`config.mk`:
```
export PLATFORM = sky130hd
export DESIGN_NAME = mac_sequencer
export DESIGN_NICKNAME = d
export VERILOG_FILES = /design/src/rtl/mac_sequencer.sv
export SDC_FILE = /design/constraint.sdc
export NUM_CORES = 2
export LEC_CHECK = 0
export BUFFER_PORTS_ARGS = -buffer_cell sky130_fd_sc_hd__buf_4
export CELL_PAD_IN_SITES_DETAIL_PLACEMENT = 0
export CELL_PAD_IN_SITES_GLOBAL_PLACEMENT = 1
export CORE_MARGIN = 2
export CORE_UTILIZATION = 35
export DETAILED_ROUTE_END_ITERATION = 8
export PLACE_DENSITY_LB_ADDON = 0.05
export RECOVER_POWER = 100
export SLEW_MARGIN = 20
export SYNTH_ARGS = -nofsm -noshare
export SYNTH_HDL_FRONTEND = slang
export SYNTH_SLANG_ARGS = --single-unit
```
`constraint.sdc`:
```
create_clock -name clk -period 17.5 [get_ports clk]
set_input_delay 0.875 -clock clk [delete_from_list [all_inputs] [get_ports clk]]
set_output_delay 0.875 -clock clk [all_outputs]
set_load 0.05 [all_outputs]
```
`src/rtl/mac_sequencer.sv`:
```
// Multi-cycle MUL/MLA/UMULL/UMLAL/SMULL/SMLAL sequencer: 8 multiplier bits per
// cycle with early termination, optional accumulate, N/Z flags on the result.
//
// state | meaning
// IDLE  | ready for a command
// ITER  | consuming rs one byte per cycle into the partial product
// EXTRA | long fix-up / accumulate cycles
// DONE  | result valid, held until out_ready
module mac_sequencer #(
  parameter bit EARLY_TERM = 1'b1
) (
  input  logic        clk,
  input  logic        rst_n,
  input  logic        in_valid,
  output logic        in_ready,
  input  logic [2:0]  op,
  input  logic [31:0] rm,
  input  logic [31:0] rs,
  input  logic [31:0] acc_hi,
  input  logic [31:0] acc_lo,
  output logic        out_valid,
  input  logic        out_ready,
  output logic [31:0] res_hi,
  output logic [31:0] res_lo,
  output logic        n_flag,
  output logic        z_flag
);

  typedef enum logic [1:0] {IDLE, ITER, EXTRA, DONE} state_t;

  state_t      state, state_nxt;
  logic        long_q;
  logic [63:0] mcand_sh;
  logic [31:0] rs_sh;
  logic [63:0] acc_q;
  logic        acc_pend;
  logic [63:0] prod, prod_nxt;
  logic [1:0]  iter_left;
  logic [1:0]  extra_left;
  logic        sign_rem;

  logic        sign_chk;
  logic        fit8, fit16, fit24;
  logic [1:0]  m_minus1;
  logic [1:0]  k;

  assign sign_chk = op[1] | ~op[2];
  assign fit8  = (rs[31:8]  == 24'h0) | (sign_chk & (&rs[31:8]));
  assign fit16 = (rs[31:16] == 16'h0) | (sign_chk & (&rs[31:16]));
  assign fit24 = (rs[31:24] ==  8'h0) | (sign_chk & (&rs[31:24]));
  assign k     = {1'b0, op[2]} + {1'b0, op[0]};

  always_comb begin
    m_minus1 = 2'd3;
    if (EARLY_TERM) begin
      if (fit8)       m_minus1 = 2'd0;
      else if (fit16) m_minus1 = 2'd1;
      else if (fit24) m_minus1 = 2'd2;
    end
  end

  assign in_ready  = (state == IDLE);
  assign out_valid = (state == DONE);

  always_ff @(posedge clk) begin
    if (!rst_n) state <= IDLE;
    else        state <= state_nxt;
  end

  always_comb begin
    state_nxt = state;
    case (state)
      IDLE:  if (in_valid) state_nxt = ITER;
      ITER:  if (iter_left == 2'd0) state_nxt = (extra_left != 2'd0) ? EXTRA : DONE;
      EXTRA: if (extra_left == 2'd1) state_nxt = DONE;
      DONE:  if (out_ready) state_nxt = IDLE;
      default: state_nxt = IDLE;
    endcase
  end

  // Bytes are added unsigned; when the unconsumed part of rs is all ones the
  // last iteration subtracts the shifted multiplicand to restore the sign.
  always_comb begin
    prod_nxt = prod;
    case (state)
      ITER: begin
        prod_nxt = prod + mcand_sh * {56'h0, rs_sh[7:0]};
        if ((iter_left == 2'd0) && sign_rem)
          prod_nxt = prod_nxt - (mcand_sh << 8);
      end
      EXTRA: if (acc_pend) prod_nxt = prod + acc_q;
      default: prod_nxt = prod;
    endcase
  end

  always_ff @(posedge clk) begin
    if (!rst_n) begin
      long_q     <= 1'b0;
      mcand_sh   <= 64'h0;
      rs_sh      <= 32'h0;
      acc_q      <= 64'h0;
      acc_pend   <= 1'b0;
      prod       <= 64'h0;
      iter_left  <= 2'd0;
      extra_left <= 2'd0;
      sign_rem   <= 1'b0;
      res_hi     <= 32'h0;
      res_lo     <= 32'h0;
      n_flag     <= 1'b0;
      z_flag     <= 1'b0;
    end else begin
      case (state)
        IDLE: if (in_valid) begin
          long_q     <= op[2];
          mcand_sh   <= (op[2] & op[1]) ? {{32{rm[31]}}, rm} : {32'h0, rm};
          rs_sh      <= rs;
          acc_q      <= op[0] ? {(op[2] ? acc_hi : 32'h0), acc_lo} : 64'h0;
          acc_pend   <= op[0];
          prod       <= 64'h0;
          iter_left  <= m_minus1;
          extra_left <= k;
          sign_rem   <= rs[31] & sign_chk;
        end
        ITER: begin
          prod     <= prod_nxt;
          mcand_sh <= mcand_sh << 8;
          rs_sh    <= rs_sh >> 8;
          if (iter_left != 2'd0) iter_left <= iter_left - 2'd1;
        end
        EXTRA: begin
          prod       <= prod_nxt;
          acc_pend   <= 1'b0;
          extra_left <= extra_left - 2'd1;
        end
        default: ;
      endcase

      if ((state != DONE) && (state_nxt == DONE)) begin
        res_lo <= prod_nxt[31:0];
        res_hi <= long_q ? prod_nxt[63:32] : 32'h0;
        n_flag <= long_q ? prod_nxt[63] : prod_nxt[31];
        z_flag <= long_q ? (prod_nxt == 64'h0) : (prod_nxt[31:0] == 32'h0);
      end
    end
  end

endmodule

```
# Word level (Yosys, flattened, before mapping)
# Cells that the tools add are included.
# word_totals
register_bits	299
input_bits	135
wordCells	93
# classes
n_addsub	6
n_mul	1
eq_ne	8
mux	31
bitwise	10
reduce_logical	23
# op_table
cell	count
$mux W64	6
$pmux W64 S2	3
$add A64 B64 Y64	2
$mux W32	3
$logic_not A64 Y1	1
$mul A64 B8 Y64	1
$pmux W32 S2	1
$sub A64 B64 Y64	1
$logic_not A32 Y1	1
$logic_not A24 Y1	1
$reduce_and A24 Y1	1
$mux W2	9
$logic_not A16 Y1	1
$reduce_and A16 Y1	1
$reduce_bool A2 Y1	5
$logic_not A8 Y1	1
$pmux W2 S2	2
$pmux W2 S4	1
$reduce_and A2 Y1	4
$reduce_and A8 Y1	1
$eq A2 B2 Y1 const B	3
$ne A2 B2 Y1 const B	3
$and A1 B1 Y1	5
$mux W1	5
10 further kinds	17

# Logic depth before layout (Yosys ltp)
# depth
word_depth	9
ltp_mapped	38
ltp_nobuf	35

# Worst setup path before layout
# Ideal clock, no wire load.
# synth_timing
path_kind	flip-flop to flip-flop
start	register rs_sh[0]
end	register z_flag
setup_ps	75
arrival_time_ps	8370
setup_slack_ps	9055
path_stages_with_launch	35
period_less_slack_ps	8445
cell_sequence	dfxtp_1 -> clkbuf_1 -> clkbuf_1 -> nand2_1 -> fa_1 -> inv_1 -> fa_1 -> fa_1 -> inv_1 -> fa_1 -> inv_1 -> ha_1 -> buf_2 -> a21oi_1 -> o21ai_0 -> or3_1 -> o211a_2 -> a21boi_0 -> xnor2_1 -> ha_1 -> clkbuf_1 -> a21o_1 -> a21o_1 -> a31o_1 -> or2_0 -> a221o_1 -> o21ai_1 -> a21oi_1 -> nor4b_2 -> nand4_1 -> a22o_1 -> or4_1 -> a2111oi_0 -> o2111ai_1 -> o22ai_1
# synth_between
elab_chain_cells	7
word_cells_on_any_way	8
classes_between	add/sub (2); mul (1); mux (3); reduce/logical (2)
# synth_lines
item	line	text
from (decl)	34	logic [31:0] rs_sh;
from (signal assigned)	116	rs_sh <= rs;
from (signal assigned)	127	rs_sh <= rs_sh >> 8;
$mul A64 B8 Y64 *	87	prod_nxt = prod + mcand_sh * {56'h0, rs_sh[7:0]};
$add A64 B64 Y64 *	87	
$sub A64 B64 Y64	89	prod_nxt = prod_nxt - (mcand_sh << 8);
$mux W64 *	88	if ((iter_left == 2'd0) && sign_rem)
$pmux W64 S2 *	85	case (state)
$logic_not A64 Y1 / $logic_not A32 Y1 (equally long branches)	142	z_flag <= long_q ? (prod_nxt == 64'h0) : (prod_nxt[31:0] == 32'h0);
$mux W1 *	142	
to (signal assigned)	142	
to (decl)	26	output logic z_flag
# Mark *: on every way between the ends. The rest lies on a longest branch, timed or not.
# A chain may end at the register's enable or synchronous reset.

# Worst setup path in the final report
# Ends and elaborated chain as after synthesis.

==> qor.txt <==
Remaining Overflow, GRT = 0
Synth cell types = 96
Routed Antenna Nets = 0
Least-Margin Pin Slew = 3.85 ns
Max Root-Sink Buffers = 3
Sink Count = 299
CTS HTree Levels = 2
initial antenna violation count = 5
Synthesis Warnings = 0
Total Neg Setup Slack = 0 ns
Register-to-Register Path Depth = 31
CP Max Fanout = 65
postcts setup bufs = 0
placed insts = 6383
Mapped Nets = 5757
status = complete, but fails checks
CTS Hold Bufs = 0
Initial DRC Count = 3576
die area = 114000 µm²
# DRC = 0
Slew Viols, Final = 520
most used cell, CP = fa_1
Async SR Flop Fraction = 0%
Critical Path Max Stage Delay = 2.69 ns
clk_skew = 0.0402 ns
Ports = 203
Starting Density = 35.2%
main flop type after synthesis = dfxtp_1
R2R Setup Slk = 4.51 ns
Placer Congestion = 0.895
global-route wire length before repair = 234000 µm
clock root buffer = clkbuf_16
fin crit period = 12.99 ns
synthesized flop and latch total = 299
diode count = 0
final setup fails = 0
reg2reg end = z_flag$_SDFFE_PN0P_
CP Capture Type = flip-flop
fmax = 0.0770 GHz
Worst-Skew Late Latency = 0.65 ns
Port Buffers = 202
final WL = 156000 µm
post-DR vias/cell = 5.54
Clock transition at path regs = 0.06 ns
worst hold path depth = 2
LEAKAGE = 18.2 nW
CTS tree = built
routed vias = 35801
chip height = 337 µm
Post-Layout Cell Count = 6467
Row Count = 122
Max VDD drop = 0.0926 mV
CTS buffer count = 45
Sequential Area = 5990 µm²
multi-input logic area = 29200 µm²
Area growth syn-to-layout = 9.19%
drt pass-1 iters = 6
Hold Path Sink = res_lo[21]$_SDFFE_PN0P_
Worst Path Class, Setup = flip-flop to flip-flop
Final Power = 7.56 mW
Cell Area, Placed = 41200 µm²
Fillers = 11779
Post-Syn Area per Cell = 7.75 µm²
Die Wd = 337 µm
register area share after synthesis = 15.4%
share of layout cells above drive strength 1 = 5.97%
RSZ-0062 raised after global routing = false
Cells after Synth = 5011
post-cts resize count = 0
MaxCap Viol Count = 10
Worst Path Arrival = 13.56 ns
core area = 110000 µm²
Post-synth EDFFs = 0
failing checks = max-capacitance violations, max-slew violations
Tcrit/Tclk final = 74.2%
final hold vios = 0
crit path launch type = flip-flop
most frequent cells in the layout = inv_1 (603), nand2_1 (544), fa_1 (412)
largest net degree at the start of global routing = 131
hpwl dp = 120000 µm
Critical Path Slowest Stage Cell = clkbuf_1
Routed wire per std cell = 24.1 µm
final instance area = 42400 µm²
Power Density = 178 nW/µm²
FF-to-FF Start = rs_sh[0]$_SDFFE_PN0P_
Final nets = 5689
HP Start = res_lo[21]$_SDFFE_PN0P_
Synth Cell Area = 38800 µm²
GRT Util Overall = 27.4%
number of global-route vias before repair = 35079
min-delay worst type = flip-flop to flip-flop
CP required = 18.07 ns
most common cell after layout, fill and taps aside = inv_1
Slew headroom = -156%
[through the flow]
stage | hold slack [ns] | setup slack (ns) | utilization (%)
5_1_grt | 0.456 | 3.71 | 38.4
3_5_place_dp | 0.451 | 6.99 | 37.4
4_1_cts | 0.430 | 6.96 | 38.8
2_1_floorplan | 0.436 | 9.05 | -
3_3_place_gp | 0.446 | 7.10 | 37.4
6_report | 0.453 | 4.51 | 38.4
[cells in the mapped netlist, drive strengths merged, types with 12 or more instances]
library cell / count / area [µm²]
o21ai: 192 / 968
a22oi: 102 / 766
nor4: 19 / 125
o31ai: 13 / 97.6
or2: 12 / 75.1
xnor2: 91 / 797
o22ai: 12 / 75.1
o21a: 45 / 338
nor2b: 19 / 119
and3: 25 / 156
a31oi: 41 / 269
a211oi: 95 / 738
or4: 12 / 90.1
a21o: 83 / 623
nand4: 72 / 463
xor2: 57 / 499
and4: 13 / 114
a21boi: 19 / 150
nand2: 545 / 2050
ha: 199 / 2490
buf: 52 / 229
a21oi: 370 / 1870
nor3: 67 / 335
a211o: 14 / 123
a221o: 15 / 150
o211ai: 37 / 278
inv: 604 / 2270
a221oi: 53 / 495
clkbuf: 303 / 1140
nor2: 399 / 1500
o21bai: 30 / 229
nand3: 93 / 465
dfxtp: 299 / 5990
nand2b: 29 / 181
fa: 412 / 8250
mux2i: 88 / 881
and2: 321 / 2010
[state kept, by name, indices dropped and copies added (netlist names)]
signal and flops:
acc_q 64, mcand_sh 64, prod 64, res_hi 32, res_lo 32, rs_sh 32, extra_left 2, iter_left 2
state 2, acc_pend 1, long_q 1, n_flag 1, sign_rem 1, z_flag 1
[final cells by class]
type                       instances  area share, %
multi-input combinational       3752           68.9
sequential                       299           14.1
inverter                         605           5.37
tap                             1488           4.39
timing repair buffer             240           3.56
clock buffer                      65           3.04
clock inverter                    18          0.611
[metal layers]
metal / track usage, % / vias up / wire [µm]
met2: 37.9 / 1109 / 61600
met3: 3.50 / 145 / 9740
met5: 0 / - / 41
met4: 5.49 / 6 / 3150
met1: 44.4 / 17747 / 81400
li1: - / 16794 / -
[critical path, delay by kind of cell, from the launching register on]
kind                       cells  cell delay (ns)
AOI/OAI and AO/OA             12             3.31
and+or+nand+nor                8             3.04
adders and majority gates      6             2.99
buffers and inverters          4             2.85
xor gates and xnor gates       1             0.42
DFF                            1             0.31
[worst max path at each step]
stage                          end  depth (start not counted)                  start  slack [ns]
2_1_floorplan  z_flag$_SDFFE_PN0P_                         34  rs_sh[0]$_SDFFE_PN0P_        9.05
3_3_place_gp   z_flag$_SDFFE_PN0P_                         31  rs_sh[0]$_SDFFE_PN0P_        7.10
4_1_cts        z_flag$_SDFFE_PN0P_                         31  rs_sh[0]$_SDFFE_PN0P_        6.96
3_5_place_dp   z_flag$_SDFFE_PN0P_                         31  rs_sh[0]$_SDFFE_PN0P_        6.99
6_report       z_flag$_SDFFE_PN0P_                         31  rs_sh[0]$_SDFFE_PN0P_        4.51
5_1_grt        z_flag$_SDFFE_PN0P_                         31  rs_sh[0]$_SDFFE_PN0P_        3.71
[cells by family after synthesis]
logic type	after synthesis	synth area share (%)
and+or+nand+nor	1665	20.6
AOI/OAI and AO/OA	1235	21.3
buffers and inverters	960	9.37
adders and majority gates	611	27.6
DFF	299	15.4
xor gates and xnor gates	148	3.34
muxes	93	2.41
[report_power, final]
| group | leakage [nW] | total (mW) | internal [mW] | switching (mW) |
|---|---|---|---|---|
| combinational | 15.1 | 5.60 | 1.94 | 3.66 |
| clock | 0.734 | 0.968 | 0.576 | 0.393 |
| sequential | 2.44 | 0.993 | 0.780 | 0.214 |
| total | 18.2 | 7.56 | 3.30 | 4.26 |
No activity file was read; power rests on OpenSTA's default activity.
